File: src/rtl/filter_pkg.sv
// Shared types, kernel coefficient tables and saturation helper for the filter sequencer.
package filter_pkg;

   typedef enum logic [1:0] {
      BLUR    = 2'd0,
      SHARPEN = 2'd1,
      EDGE    = 2'd2,
      IDENT   = 2'd3
   } kernel_e;

   typedef enum logic [2:0] {
      S_IDLE,
      S_READ,
      S_LAST,
      S_WRITE,
      S_DONE
   } seq_state_e;

   // Coefficient for tap 0..8 (row-major). The edge kernel centre of 8 needs a fifth bit.
   function automatic logic signed [4:0] coef(input kernel_e k, input logic [3:0] tap);
      logic signed [4:0] c;
      c = 5'sd0;
      case (k)
         BLUR: begin
            case (tap)
               4'd0, 4'd2, 4'd6, 4'd8: c = 5'sd1;
               4'd1, 4'd3, 4'd5, 4'd7: c = 5'sd2;
               4'd4:                   c = 5'sd4;
               default:                c = 5'sd0;
            endcase
         end
         SHARPEN: begin
            case (tap)
               4'd1, 4'd3, 4'd5, 4'd7: c = -5'sd1;
               4'd4:                   c = 5'sd5;
               default:                c = 5'sd0;
            endcase
         end
         EDGE: begin
            case (tap)
               4'd4:    c = 5'sd8;
               default: c = (tap < 4'd9) ? -5'sd1 : 5'sd0;
            endcase
         end
         default: c = (tap == 4'd4) ? 5'sd1 : 5'sd0;
      endcase
      return c;
   endfunction

   function automatic logic [2:0] shift_of(input kernel_e k);
      return (k == BLUR) ? 3'd4 : 3'd0;
   endfunction

   function automatic logic [7:0] sat8(input logic signed [15:0] v);
      if (v < 16'sd0)        return 8'd0;
      else if (v > 16'sd255) return 8'hFF;
      else                   return v[7:0];
   endfunction

endpackage

File: src/rtl/filter_btn_edge.sv
// Two-flop synchroniser for an active-low button followed by a falling-edge pulse.
module filter_btn_edge (
   input  logic clk,
   input  logic reset,
   input  logic btn,
   output logic fall
);

   logic s1, s2, s3;

   // Synchronise and keep the previous synchronised level; idle level is high.
   always_ff @(posedge clk) begin
      if (!reset) begin
         s1 <= 1'b1;
         s2 <= 1'b1;
         s3 <= 1'b1;
      end else begin
         s1 <= btn;
         s2 <= s1;
         s3 <= s2;
      end
   end

   assign fall = s3 & ~s2;

endmodule

File: src/rtl/filter_sequencer.sv
// Frame convolution sequencer: walks the frame, reads 3x3 neighbourhoods, MACs and writes.
module filter_sequencer
   import filter_pkg::*;
#(
   parameter int          IMG_W    = 64,
   parameter int          IMG_H    = 64,
   parameter int unsigned SRC_BASE = 0,
   parameter int unsigned DST_BASE = 4096
) (
   input  logic        clk,
   input  logic        reset,
   input  logic        kernel1,
   input  logic        kernel2,
   input  logic        kernel3,
   input  logic [31:0] ReadData,
   output logic        MemWrite,
   output logic [31:0] DataAdr,
   output logic [31:0] WriteData,
   output logic [1:0]  kernel,
   output logic        busy,
   output logic        done
);

   localparam int XW = $clog2(IMG_W);
   localparam int YW = $clog2(IMG_H);

   seq_state_e        state, state_nxt;
   kernel_e           kern, start_id;
   logic [XW-1:0]     x, tx;
   logic [YW-1:0]     y, ty;
   logic [3:0]        tap, mac_tap, row, col;
   logic signed [15:0] acc, prod, c16, pix16;
   logic [7:0]        pix, result, wd_q;
   logic              f1, f2, f3, start, border, last_px, unused_bits;

   filter_btn_edge u_btn1 (.clk(clk), .reset(reset), .btn(kernel1), .fall(f1));
   filter_btn_edge u_btn2 (.clk(clk), .reset(reset), .btn(kernel2), .fall(f2));
   filter_btn_edge u_btn3 (.clk(clk), .reset(reset), .btn(kernel3), .fall(f3));

   assign start       = f1 | f2 | f3;
   assign pix         = ReadData[7:0];
   assign unused_bits = ^ReadData[31:8];
   assign border      = (x == '0) || (x == XW'(IMG_W - 1)) || (y == '0) || (y == YW'(IMG_H - 1));
   assign last_px     = (x == XW'(IMG_W - 1)) && (y == YW'(IMG_H - 1));
   assign row         = tap / 4'd3;
   assign col         = tap % 4'd3;
   // ReadData lags DataAdr by one cycle, so READ consumes the previous tap and LAST takes tap 8.
   assign mac_tap     = (state == S_LAST) ? 4'd8 : tap - 4'd1;
   assign c16         = 16'(coef(kern, mac_tap));
   assign pix16       = $signed({8'd0, pix});
   assign prod        = c16 * pix16;
   assign result      = border ? acc[7:0] : sat8(acc >>> shift_of(kern));
   assign kernel      = kern;
   assign WriteData   = {24'd0, (state == S_WRITE) ? result : wd_q};

   // Button priority: kernel1 over kernel2 over kernel3.
   always_comb begin
      start_id = EDGE;
      if (f1)      start_id = BLUR;
      else if (f2) start_id = SHARPEN;
   end

   // Neighbour coordinates for the current tap; borders read only their own pixel.
   always_comb begin
      tx = x;
      ty = y;
      if (!border) begin
         tx = x + XW'(col) - XW'(1);
         ty = y + YW'(row) - YW'(1);
      end
   end

   // State register plus scan position, accumulator and write-data hold.
   always_ff @(posedge clk) begin
      if (!reset) begin
         state <= S_IDLE;
         kern  <= BLUR;
         x     <= '0;
         y     <= '0;
         tap   <= '0;
         acc   <= '0;
         wd_q  <= '0;
      end else begin
         state <= state_nxt;
         if (start) begin
            kern <= start_id;
            x    <= '0;
            y    <= '0;
            tap  <= '0;
            acc  <= '0;
         end else begin
            case (state)
               S_READ: begin
                  if (tap != 4'd0) acc <= acc + prod;
                  tap <= tap + 4'd1;
               end
               S_LAST: acc <= border ? pix16 : acc + prod;
               S_WRITE: begin
                  wd_q <= result;
                  tap  <= '0;
                  acc  <= '0;
                  if (x == XW'(IMG_W - 1)) begin
                     x <= '0;
                     y <= y + YW'(1);
                  end else begin
                     x <= x + XW'(1);
                  end
               end
               default: ;
            endcase
         end
      end
   end

   // Next-state and dmem port drive; a button edge overrides everything, suppressing any write.
   always_comb begin
      state_nxt = state;
      MemWrite  = 1'b0;
      DataAdr   = '0;
      busy      = 1'b0;
      done      = 1'b0;
      case (state)
         S_READ: begin
            busy    = 1'b1;
            DataAdr = SRC_BASE + 32'({ty, tx});
            if (border || tap == 4'd8) state_nxt = S_LAST;
         end
         S_LAST: begin
            busy      = 1'b1;
            state_nxt = S_WRITE;
         end
         S_WRITE: begin
            busy      = 1'b1;
            MemWrite  = ~start;
            DataAdr   = DST_BASE + 32'({y, x});
            state_nxt = last_px ? S_DONE : S_READ;
         end
         S_DONE: begin
            done      = 1'b1;
            state_nxt = S_IDLE;
         end
         default: ;
      endcase
      if (start) state_nxt = S_READ;
   end

endmodule

File: config.mk
export PLATFORM = sky130hd
export DESIGN_NAME = filter_sequencer
export DESIGN_NICKNAME = d
export VERILOG_FILES = /design/src/rtl/filter_pkg.sv /design/src/rtl/filter_btn_edge.sv /design/src/rtl/filter_sequencer.sv
export SDC_FILE = /design/constraint.sdc
export NUM_CORES = 1
export LEC_CHECK = 0
export BUFFER_PORTS_ARGS = -buffer_cell sky130_fd_sc_hd__clkbuf_2
export CORE_MARGIN = 5
export CORE_UTILIZATION = 52
export DETAILED_ROUTE_END_ITERATION = 8
export PLACE_DENSITY_LB_ADDON = 0.12
export SETUP_SLACK_MARGIN = 0.5
export SYNTH_ARGS = -nofsm -noshare
export SYNTH_HDL_FRONTEND = slang
export SYNTH_SLANG_ARGS = --single-unit
File: constraint.sdc
create_clock -name clk -period 5.45 [get_ports clk]
set_input_delay 0.2725 -clock clk [delete_from_list [all_inputs] [get_ports clk]]
set_output_delay 0.2725 -clock clk [all_outputs]
set_load 0.01 [all_outputs]
After elaboration in Yosys (flattened, before gate mapping)
Memories as Yosys holds them, arrays and structs flattened.
Index checks and enable logic that the tools add are counted.
W data, S select, Z words.
{"block": "totals", "word_cells": 110, "mem_bits_ro": 48, "out_inout_bits": 69, "ff_bits": 54, "memories": 1}
{"name": "(no name shown)", "depth": 16, "word_bits": 3, "rd": 1, "rd_ports_with_merged_regs": 0, "write_ports": 0, "line_no": "filter_pkg.sv:25", "rtl": "case (tap)"}
{"block": "classes", "reduce_logical": 20, "bitwise_logic": 10, "shift": 1, "multipliers": 1, "addsub": 10, "n_lt_le_gt_ge": 3, "n_div": 2, "eq_ne": 17, "n_mux": 28}
{"op": "$pmux W16 S3", "n": 1}
{"op": "$mux W16", "n": 2}
{"op": "$mux W8", "n": 4}
{"op": "$pmux W14 S2", "n": 1}
{"op": "$mux W6", "n": 3}
{"op": "$add A16 B14 Y16", "n": 1}
{"op": "$gt A16 B9 Y1 const B", "n": 1}
{"op": "$lt A16 B1 Y1 const B", "n": 1}
{"op": "$sshr A16 B3 Y16", "n": 1}
{"op": "$pmux W5 S3", "n": 1}
{"op": "$add A13 B12 Y14 const A", "n": 1}
{"op": "$mul A5 B9 Y14", "n": 1}
{"op": "$add A6 B1 Y6 const B", "n": 2}
{"op": "$add A6 B4 Y6", "n": 2}
{"op": "$eq A4 B3 Y1 const B", "n": 3}
{"op": "$eq A6 B6 Y1 const B", "n": 2}
{"op": "$logic_not A6 Y1", "n": 2}
{"op": "$pmux W3 S4", "n": 1}
{"op": "$sub A6 B1 Y6 const B", "n": 2}
{"op": "$mux W5", "n": 2}
{"op": "$pmux W5 S2", "n": 1}
{"op": "$mux W3", "n": 3}
{"op": "$pmux W4 S2", "n": 1}
{"op": "$reduce_and A2 Y1", "n": 4}
{"op": "31 further kinds", "n": 49}

Depth between registers and ports, before layout
Gate-level depths: netlist (run 1).
{"block": "depth", "word_depth": 10, "mapped_depth": 23, "mapped_depth_nobuf": 22}

By module
From an unflattened synthesis (run 1), not the netlist that was laid out.
{"block": "unflattened", "hier_cells": 667, "area_unflattened_um2": 5701.7}
{"mod": "filter_sequencer", "cells_per_inst": 646, "n_inst": 1, "seq_area_each_um2": 900.9, "area_each_um2": 5446.5}
{"mod": "filter_btn_edge", "cells_per_inst": 7, "n_inst": 3, "seq_area_each_um2": 60.1, "area_each_um2": 85.1}

Least setup slack after synthesis (run 1)
No wires, ideal clock.
{"block": "synth_timing", "kind": "reg2reg", "from": "reg tap[0]", "to": "reg acc[14]", "stages_incl_launch_ff": 23, "t_arrival_ps": 5911, "setup_slack_ps": -579, "setup_time_ps": 117, "path_cell_list": "dfxtp_1 -> buf_2 -> inv_1 -> ha_1 -> xnor2_1 -> a221oi_4 -> or3_2 -> o21ai_0 -> nand2_1 -> fa_1 -> fa_1 -> inv_1 -> fa_1 -> inv_1 -> fa_1 -> inv_1 -> ha_1 -> a21o_1 -> a21oi_1 -> o21ai_0 -> a2111oi_0 -> o21bai_1 -> a32o_1"}
{"block": "synth_between", "elab_chain_len": 10, "elab_cells_between_ends": 23, "classes_between": "add/sub: 2; mul: 1; order compare: 1; eq/ne: 6; mux: 9; reduce/logical: 3; memory: 1"}
{"item": "from (decl)", "line_no": "filter_sequencer.sv:31", "rtl": "logic [3:0] tap, mac_tap, row, col;"}
{"item": "from (signal assigned)", "line_no": "filter_sequencer.sv:95", "rtl": "tap <= tap + 4'd1;"}
{"item": "$sub A4 B1 Y4", "line_no": "filter_sequencer.sv:48", "rtl": "assign mac_tap = (state == S_LAST) ? 4'd8 : tap - 4'd1;"}
{"item": "$mux W4", "line_no": "filter_sequencer.sv:48"}
{"item": "$lt A4 B4 Y1 (tied with other cells)", "line_no": "filter_pkg.sv:42", "rtl": "default: c = (tap < 4'd9) ? -5'sd1 : 5'sd0;"}
{"item": "$mux W5 or $reduce_or A4 Y1 (tied branches)", "line_no": "filter_pkg.sv:42, filter_pkg.sv:33"}
{"item": "$mux W5 or $pmux W5 S2 (tied branches)", "line_no": "filter_pkg.sv:40, filter_pkg.sv:33"}
{"item": "$pmux W5 S3", "line_no": "filter_pkg.sv:23", "rtl": "case (k)"}
{"item": "$mul A5 B9 Y14", "line_no": "filter_sequencer.sv:51", "rtl": "assign prod = c16 * pix16;"}
{"item": "$add A16 B14 Y16", "line_no": "filter_sequencer.sv:94, filter_sequencer.sv:97"}
{"item": "$mux W16 (on tied branches)", "line_no": "filter_sequencer.sv:97, filter_sequencer.sv:94"}
{"item": "$pmux W16 S3", "line_no": "filter_sequencer.sv:92", "rtl": "case (state)"}
{"item": "to (signal assigned)", "line_no": "filter_sequencer.sv:94", "rtl": "if (tap != 4'd0) acc <= acc + prod;"}
{"item": "to (signal assigned)", "line_no": "filter_sequencer.sv:97", "rtl": "S_LAST: acc <= border ? pix16 : acc + prod;"}
{"item": "to (decl)", "line_no": "filter_sequencer.sv:32", "rtl": "logic signed [15:0] acc, prod, c16, pix16;"}
Several ways; a longest one is shown, not always the timed one. The select of a mux whose other input is x is not followed.
A chain may end at the register's enable or synchronous reset.

Worst setup path in the final report (run 1)
{"block": "layout_timing", "from": "reg tap[1]", "to": "reg acc[14]"}
The elaborated chain is that of the path after synthesis.

==> metrics.log, run 1 <==
[metrics] Met1 Wirelength: 5.732 mm
[metrics] cell type group with the largest total delay on the critical path: adder cells
[metrics] RSZ-0062 raised after global routing: true
[metrics] mean area per synthesized cell: 8.493 µm²
[metrics] Die Y: 113.4 µm
[metrics] portion of the post-synthesis area used by sequential elements: 0.1943
[metrics] fraction of final layout cells sized beyond drive strength 1: 0.2166
[metrics] cell taking the most area after synthesis: sky130_fd_sc_hd__dfxtp_1
[metrics] Max H-tree Level: 2
[metrics] outcome: completed
[metrics] initial drt markers: 220
[metrics] non-filler cells in the finished layout: 847
[metrics] Antenna Diode Count: 0
[metrics] Max clock buf depth: 2
[metrics] critical path start-end classification: register to register
[metrics] VDD IR max: 0.1034 mV
[metrics] Final period util: 0.9862
[metrics] post-route standard cell area excluding fillers: 0.006319 mm²
[metrics] Critical Path End Type: register
[metrics] detail-routed via count per cell: 5.455
[metrics] std cell rows: 37
[metrics] Slowest cell on crit path: sky130_fd_sc_hd__or4_4
[metrics] pin count of the biggest net entering global routing: 21
[metrics] smallest setup slack after layout: 75.35 ps
[metrics] number of global-route vias before repair: 4613
[metrics] top-area cell type share of the netlist area: 0.1943
[metrics] remaining antenna violation count after routing: 0
[metrics] DRC errors left: 0
[metrics] dpl cell area: 0.005911 mm²
[metrics] count of maximum capacitance violations: 0
[metrics] Detail Route met2 WL: 6.579 mm
[metrics] class of the tightest hold or removal check: primary input to register
[metrics] synthesis-to-finish area growth: 13.59%
[metrics] largest cells by area after synthesis: sky130_fd_sc_hd__dfxtp_1 19%, sky130_fd_sc_hd__ha_1 16%, sky130_fd_sc_hd__fa_1 12%
[metrics] Top Layer Used: met4
[metrics] count of endpoints failing hold in the final timing report: 0
[metrics] last weighted congestion value of the routability-driven placer: 0.8396
[metrics] Setup Skew: 5.319 ps
[metrics] vias post-DR: 4620
[metrics] pins over their slew limit: 0
[metrics] Min Clock Period, post-route: 5375 ps
[metrics] Power Density: 136.5 mW/mm²
[metrics] worst endpoint required time: 5670 ps
[metrics] most prevalent standard cell on the critical path: sky130_fd_sc_hd__fa_1
[metrics] setup-violating endpoint count in the final report: 0
[metrics] share of synthesized flip-flops with an asynchronous set or reset: 0
[metrics] Post-Synthesis Cell Area: 0.005563 mm²
[metrics] # hold bufs at CTS: 0
[metrics] overall die area: 0.01287 mm²
[metrics] metal3 WL: 549 µm
[metrics] antenna violations before repair: 0
[metrics] number of buffer cells added on primary ports: 38
[metrics] Max FO, Critical Path: 4
[metrics] data arrival at the endpoint of the critical path: 5590 ps
[metrics] clock transition time at the flip-flop clock pins of the worst setup and hold paths: 110 ps
[metrics] total negative slack for setup checks: 0 ps
[metrics] cts bufs inserted: 5
[metrics] final hold slack: 129.0 ps
[metrics] wire length per cell after detailed routing: 15.57 µm
[metrics] I/O pin total: 106
[metrics] Die Width: 113.4 µm
[metrics] starting density of the core: 0.5364
[metrics] max frequency: 186.1 MHz
[metrics] total routed wirelength: 13.19 mm
[metrics] global-route wire length before repair: 21.45 mm
[metrics] clk sink count: 54
[metrics] most frequently used flop master after synthesis: sky130_fd_sc_hd__dfxtp_1
[metrics] Clock Latency Late Sink: 320 ps
[metrics] combined global-route utilization of all metal layers: 0.2019
[metrics] number of cells in the design after placement: 825
[metrics] number of synthesis warnings: 0
[metrics] dpl hpwl: 10.42 mm
[metrics] startpoint types: register
[metrics] detailed-routing iteration count for the pre-antenna-repair pass: 4
[metrics] gr ovfl total: 0
[metrics] crit path buf inv count: 4
[metrics] number of nets in the finished design: 850
[metrics] count of unique library cells instantiated by Yosys: 62
[metrics] clock tree from TritonCTS: built
[metrics] cell breakdown of the critical path: or4_4 > a221oi_4 > or3_4 > and2b_2 > nor2b_2 > fa_1 > inv_1 > fa_1 > inv_1 > fa_1 > inv_2 > fa_1 > inv_1 > ha_1 > a21o_1 > a21oi_4 > o21ai_4 > a2111oi_4 > o21bai_1 > a32o_1
[metrics] cell leakage power: 3.042 nW
[metrics] CTS Root Cell: sky130_fd_sc_hd__clkbuf_8
[metrics] post-synthesis instance total: 655
[metrics] normalized max-slew margin: 0.2723
[metrics] total of flip-flops plus latches after synthesis: 54
[metrics] Placeable Area: 0.01037 mm²
[metrics] number of enable-type register cells in the synthesized netlist: 0
[metrics] worst stage delay on the critical path: 530 ps
[metrics] slew of the pin with the lowest slew margin: 1087 ps
[metrics] pre-CTS WS: -73.91 ps
-- layout by cell type, fill, tap and decap left out, types with 4 or more instances in the layout --
cell / netlist / final
sky130_fd_sc_hd__a211o_1: 8 / 8
sky130_fd_sc_hd__fa_1: 32 / 31
sky130_fd_sc_hd__nand2b_1: 16 / 15
sky130_fd_sc_hd__clkbuf_8: 0 / 5
sky130_fd_sc_hd__nor2_1: 50 / 48
sky130_fd_sc_hd__dfxtp_1: 54 / 52
sky130_fd_sc_hd__a21oi_1: 49 / 39
sky130_fd_sc_hd__nor3_1: 15 / 15
sky130_fd_sc_hd__nor2b_2: 0 / 4
sky130_fd_sc_hd__o21ai_0: 21 / 15
sky130_fd_sc_hd__a211oi_1: 9 / 9
sky130_fd_sc_hd__buf_4: 44 / 34
sky130_fd_sc_hd__or3_1: 7 / 6
sky130_fd_sc_hd__nand2_1: 44 / 43
sky130_fd_sc_hd__a21oi_2: 0 / 7
sky130_fd_sc_hd__xnor2_1: 25 / 22
sky130_fd_sc_hd__conb_1: 1 / 43
sky130_fd_sc_hd__and2_1: 24 / 22
sky130_fd_sc_hd__ha_1: 71 / 65
sky130_fd_sc_hd__nand4_1: 8 / 8
sky130_fd_sc_hd__o21ai_4: 0 / 4
sky130_fd_sc_hd__a21o_1: 6 / 6
sky130_fd_sc_hd__o21a_1: 10 / 10
sky130_fd_sc_hd__clkbuf_2: 1 / 38
sky130_fd_sc_hd__o221a_2: 8 / 8
sky130_fd_sc_hd__nor2b_1: 10 / 6
sky130_fd_sc_hd__a221oi_1: 8 / 7
sky130_fd_sc_hd__inv_1: 57 / 53
-- per-stage QoR --
stage               utilization  power (mW)
floorplan                     -      0.5793
global placement         0.5700      0.6053
detailed placement       0.5700      0.6107
CTS                      0.5952      0.8651
global route             0.6093      0.9131
finish                   0.6093      0.8626
-- flip-flops by register name, summed over array words and instances, names as in the netlist, 2 cells and up --
| register | cells |
|---|---|
| x | 6 |
| tap | 4 |
| state | 3 |
| y | 6 |
| kernel | 2 |
| acc | 16 |
| wd_q | 8 |
-- kinds of logic after synthesis --
logic type,count (synthesis),synth area share
AOI/OAI and AO/OA,142,0.1768
buffers and inverters,126,0.1181
muxes,1,0.001799
DFF,54,0.1943
xor gates and xnor gates,27,0.04251
adders and majority gates,103,0.2749
and+or+nand+nor,201,0.1910
other,1,0.0006741
-- layout make-up --
class,count,area [µm²]
Multi-Input combinational cell,517,4267
Fill cell,962,4051
Sequential cell,54,1089
Timing Repair Buffer,75,479.2
Inverter,57,216.5
Tap cell,136,170.2
Clock buffer,5,68.82
Clock inverter,3,28.78
-- worst paths after layout --
| path | to | slack [ps] | from | depth (start not counted) |
|---|---|---|---|---|
| hold / removal | u_btn2.s1 | 130 | kernel2 | 2 |
| hold reg to reg | u_btn1.s2 | 420 | u_btn1.s1 | 1 |
| setup reg to reg | acc[14] | 80 | tap[1] | 20 |
| setup / recovery | acc[14] | 80 | tap[1] | 20 |
-- synth_stat cells, types with 4 or more instances --
cell,number
sky130_fd_sc_hd__ha_1,71
sky130_fd_sc_hd__a21o_1,6
sky130_fd_sc_hd__nand2b_1,16
sky130_fd_sc_hd__fa_1,32
sky130_fd_sc_hd__inv_1,57
sky130_fd_sc_hd__or3_1,7
sky130_fd_sc_hd__dfxtp_1,54
sky130_fd_sc_hd__nand2_1,44
sky130_fd_sc_hd__nor2b_1,10
sky130_fd_sc_hd__nor2_1,50
sky130_fd_sc_hd__o221a_2,8
sky130_fd_sc_hd__a21oi_1,49
sky130_fd_sc_hd__xnor2_1,25
sky130_fd_sc_hd__and2_1,24
sky130_fd_sc_hd__or2_2,4
sky130_fd_sc_hd__a211oi_1,9
sky130_fd_sc_hd__a211o_1,8
sky130_fd_sc_hd__buf_4,44
sky130_fd_sc_hd__and3_1,4
sky130_fd_sc_hd__clkbuf_1,19
sky130_fd_sc_hd__o21ai_0,21
sky130_fd_sc_hd__nand4_1,8
sky130_fd_sc_hd__a221oi_1,8
sky130_fd_sc_hd__nor3_1,15
sky130_fd_sc_hd__o21a_1,10
-- worst reg2reg max path, stage by stage, from the launching register on --
cell and delay [ps]:
sky130_fd_sc_hd__dfxtp_4 380, sky130_fd_sc_hd__or4_4 530, sky130_fd_sc_hd__a221oi_4 300, sky130_fd_sc_hd__or3_4 210, sky130_fd_sc_hd__and2b_2 190, sky130_fd_sc_hd__nor2b_2 60
sky130_fd_sc_hd__fa_1 470, sky130_fd_sc_hd__inv_1 40, sky130_fd_sc_hd__fa_1 470, sky130_fd_sc_hd__inv_1 50, sky130_fd_sc_hd__fa_1 490, sky130_fd_sc_hd__inv_2 40
sky130_fd_sc_hd__fa_1 510, sky130_fd_sc_hd__inv_1 50, sky130_fd_sc_hd__ha_1 270, sky130_fd_sc_hd__a21o_1 190, sky130_fd_sc_hd__a21oi_4 200, sky130_fd_sc_hd__o21ai_4 100
sky130_fd_sc_hd__a2111oi_4 380, sky130_fd_sc_hd__o21bai_1 120, sky130_fd_sc_hd__a32o_1 220
-- timing repair --
action	CTS	global route
pin swaps	18	23
hold endpoints to repair	0	0
endpoints found under the setup margin	11	13
buffers inserted	11	3
gates resized for setup	19	30
-- power breakdown --
part           total [mW]  internal, mW  switching (mW)
combinational       0.205        0.0793           0.125
clock               0.246        0.0957           0.150
sequential          0.412         0.403         0.00841
-- per-layer routing --
layer / up-vias / GRT usage
met5: - / 0
met4: 0 / 0.06971
met1: 2219 / 0.2481
met2: 106 / 0.3653
met3: 25 / 0.02281
li1: 2270 / -
Note: power is estimated with default switching activity, not from simulation.
==> inputs of run 2 (changes only) <==
--- a/config.mk
+++ b/config.mk
@@ -8,6 +8,7 @@
 export BUFFER_PORTS_ARGS = -buffer_cell sky130_fd_sc_hd__clkbuf_2
 export CORE_MARGIN = 5
 export CORE_UTILIZATION = 52
+export CTS_BUF_LIST = sky130_fd_sc_hd__clkbuf_8 sky130_fd_sc_hd__clkbuf_16
 export DETAILED_ROUTE_END_ITERATION = 8
 export PLACE_DENSITY_LB_ADDON = 0.12
 export SETUP_SLACK_MARGIN = 0.5
==> constraint.sdc (replaced) <==
create_clock -name clk -period 5.45 [get_ports clk]
set_input_delay 0.545 -clock clk [delete_from_list [all_inputs] [get_ports clk]]
set_output_delay 0.545 -clock clk [all_outputs]
set_load 0.01 [all_outputs]
==> metrics.log, run 2 (same netlist as run 1, synthesis figures left out) <==
[metrics] dpl hpwl: 10.23 mm (was 10.42 mm)
[metrics] starting density of the core: 0.5364 (unchanged)
[metrics] Seq pwr share: 0.477 (about the same)
[metrics] Internal Power: 0.5803 mW (was 0.5784 mW)
[metrics] Sw Share: 0.3285 (was 0.3295)
[metrics] initial drt markers: 228 (was 220)
[metrics] std cell rows: 37 (unchanged)
[metrics] last weighted congestion value of the routability-driven placer: 0.8479 (was 0.8396)
[metrics] Antenna Diode Count: 0 (unchanged)
[metrics] VDD IR max: 0.1252 mV (was 0.1034 mV)
[metrics] pre-CTS WS: -65.22 ps (was -73.91 ps)
[metrics] final hold slack: 396.4 ps (was 129.0 ps)
[metrics] Final period util: 0.9920 (was 0.9862)
[metrics] number of global-route vias before repair: 4546 (was 4613)
[metrics] Critical Path End Type: register (unchanged)
[metrics] Slowest cell on crit path: sky130_fd_sc_hd__fa_2 (was sky130_fd_sc_hd__or4_4)
[metrics] non-filler cells in the finished layout: 850 (was 847)
[metrics] most frequent cells in the layout: 64 x sky130_fd_sc_hd__ha_1, 52 x sky130_fd_sc_hd__inv_1, 51 x sky130_fd_sc_hd__dfxtp_1 (was 65 x sky130_fd_sc_hd__ha_1, 53 x sky130_fd_sc_hd__inv_1, 52 x sky130_fd_sc_hd__dfxtp_1)
[metrics] startpoint types: register (unchanged)
[metrics] Max H-tree Level: 2 (unchanged)
[metrics] global-route wire length before repair: 21.53 mm (was 21.45 mm)
[metrics] setup-violating endpoint count in the final report: 0 (unchanged)
[metrics] worst endpoint required time: 5670 ps (about the same)
[metrics] Die Width: 113.4 µm (unchanged)
[metrics] clk sink count: 54 (unchanged)
[metrics] Placeable Area: 0.01037 mm² (unchanged)
[metrics] fraction of final layout cells sized beyond drive strength 1: 0.2255 (was 0.2166)
[metrics] number of nets in the finished design: 853 (was 850)
[metrics] number of buffer cells added on primary ports: 38 (unchanged)
[metrics] flip-flop count of the largest register, all copies and words added: 16 (unchanged)
[metrics] most prevalent standard cell on the critical path: sky130_fd_sc_hd__fa_1 (unchanged)
[metrics] Setup Skew: 7.645 ps (was 5.319 ps)
[metrics] Die Y: 113.4 µm (unchanged)
[metrics] combinational share of power: 0.240 (was 0.237)
[metrics] remaining antenna violation count after routing: 0 (unchanged)
[metrics] Max FO, Critical Path: 4 (unchanged)
[metrics] largest registers ranked by flip-flop count: acc x16, wd_q x8 (unchanged)
[metrics] CTS Root Cell: sky130_fd_sc_hd__clkbuf_8 (unchanged)
[metrics] normalized max-slew margin: 0.2881 (was 0.2723)
[metrics] gr ovfl total: 0 (unchanged)
[metrics] clock transition time at the flip-flop clock pins of the worst setup and hold paths: 110 ps (about the same)
[metrics] wire length per cell after detailed routing: 15.35 µm (was 15.57 µm)
[metrics] I/O pin total: 106 (unchanged)
[metrics] outcome: completed (unchanged)
[metrics] data arrival at the endpoint of the critical path: 5620 ps (was 5590 ps)
[metrics] critical path start-end classification: register to register (unchanged)
[metrics] count of endpoints failing hold in the final timing report: 0 (unchanged)
[metrics] total routed wirelength: 13.05 mm (was 13.19 mm)
[metrics] max frequency: 185.0 MHz (was 186.1 MHz)
[metrics] clock tree from TritonCTS: built (unchanged)
[metrics] cell breakdown of the critical path: or4_4 > a221oi_4 > or4_1 > nand2_2 > and2_4 > fa_1 > inv_1 > fa_1 > inv_1 > fa_1 > inv_2 > fa_2 > fa_2 > nand2b_4 > a21oi_4 > o211ai_1 > a21oi_2 > or3_1 > a32o_1 (was or4_4 > a221oi_4 > or3_4 > and2b_2 > nor2b_2 > fa_1 > inv_1 > fa_1 > inv_1 > fa_1 > inv_2 > fa_1 > inv_1 > ha_1 > a21o_1 > a21oi_4 > o21ai_4 > a2111oi_4 > o21bai_1 > a32o_1)
[metrics] combined global-route utilization of all metal layers: 0.2016 (was 0.2019)
[metrics] detailed-routing iteration count for the pre-antenna-repair pass: 4 (unchanged)
[metrics] antenna violations before repair: 0 (unchanged)
[metrics] Top reg by flops: acc (unchanged)
[metrics] vias post-DR: 4578 (was 4620)
[metrics] synthesis-to-finish area growth: 14.19% (was 13.59%)
[metrics] pins over their slew limit: 0 (unchanged)
[metrics] count of maximum capacitance violations: 0 (unchanged)
[metrics] pin count of the biggest net entering global routing: 21 (unchanged)
[metrics] slew of the pin with the lowest slew margin: 1064 ps (was 1087 ps)
[metrics] Power Density: 136.0 mW/mm² (was 136.5 mW/mm²)
[metrics] smallest setup slack after layout: 43.51 ps (was 75.35 ps)
[metrics] # hold bufs at CTS: 0 (unchanged)
[metrics] detail-routed via count per cell: 5.386 (was 5.455)
[metrics] cell leakage power: 3.059 nW (was 3.042 nW)
[metrics] relative contribution of the clock network to total power: 0.283 (was 0.285)
[metrics] class of the tightest hold or removal check: primary input to register (unchanged)
[metrics] number of cells in the design after placement: 826 (was 825)
[metrics] register-to-register setup slack: 40 ps (was 80 ps)
[metrics] cts bufs inserted: 5 (unchanged)
[metrics] RSZ-0062 raised after global routing: true (unchanged)
[metrics] worst stage delay on the critical path: 600 ps (was 530 ps)
[metrics] Max clock buf depth: 2 (unchanged)
[metrics] Net Switching: 0.2838 mW (was 0.2843 mW)
[metrics] Min Clock Period, post-route: 5406 ps (was 5375 ps)
[metrics] DRC errors left: 0 (unchanged)
[metrics] Clock Latency Late Sink: 320 ps (about the same)
[metrics] commonest non-fill, non-tap cell in the layout: sky130_fd_sc_hd__ha_1 (unchanged)
[metrics] overall die area: 0.01287 mm² (unchanged)
==> run 2: area by class of cell <==
class                      count  area (µm²)
sequential                    54        1090
clock inverter                 3       28.78
inverter                      57       216.5
multi-input combinational    517        4269
fill                         946        4018
clock buffer                   5       68.82
tap                          136       170.2
timing repair buffer          78       509.2
==> run 2: worst paths after layout <==
| kind | from | endpoint | cells past startpoint |
|---|---|---|---|
| worst max-delay path | tap[1] | acc[15] | 19 |
| worst min-delay path | kernel2 | u_btn2.s1 | 2 |
| worst max register to register | tap[1] | acc[15] | 19 |
| worst min register to register | u_btn3.s1 | u_btn3.s2 | 1 |
==> run 2: routing by layer <==
metal | GRT usage | routed length [µm] | part of all wire
met4 | 0.05369 | 263 | 0.020
met3 | 0.02228 | 474 | 0.036
met5 | 0 | 0 | 0
met1 | 0.2534 | 5710 | 0.44
met2 | 0.3665 | 6602 | 0.51
==> run 2: power by group through the flow <==
stage               clock network (mW)  logic (mW)  registers (mW)
floorplan                            0       0.160           0.419
global placement                     0       0.185           0.421
detailed placement                   0       0.191           0.422
CTS                              0.254       0.199           0.412
global route                     0.266       0.233           0.414
finish                           0.245       0.207           0.412
==> run 2: repair_timing <==
action | CTS | global route
hold endpoints to repair | 0 | 0
setup endpoints to repair | 12 | 14
buffers inserted | 11 | 5
resized for setup | 26 | 29
pin swaps | 16 | 20
==> run 2: metrics by stage <==
step	power [mW]	util	setup TNS, ps	instance area, µm²
4_1_cts	0.8653	0.5974	0	6195
5_1_grt	0.9126	0.6126	-607.8	6352
2_1_floorplan	0.5793	-	0	5841
3_5_place_dp	0.6123	0.5707	-65.22	5918
3_3_place_gp	0.6068	0.5707	0	5918
6_report	0.8641	0.6126	0	6352
==> run 2: worst max-delay path, delay by kind of cell, from the launching register on <==
kind / cells / cell delay [ps]
AOI/OAI and AO/OA: 5 / 1090
and+or+nand+nor: 6 / 1430
adders and majority gates: 5 / 2260
DFF: 1 / 380
buffers and inverters: 3 / 140
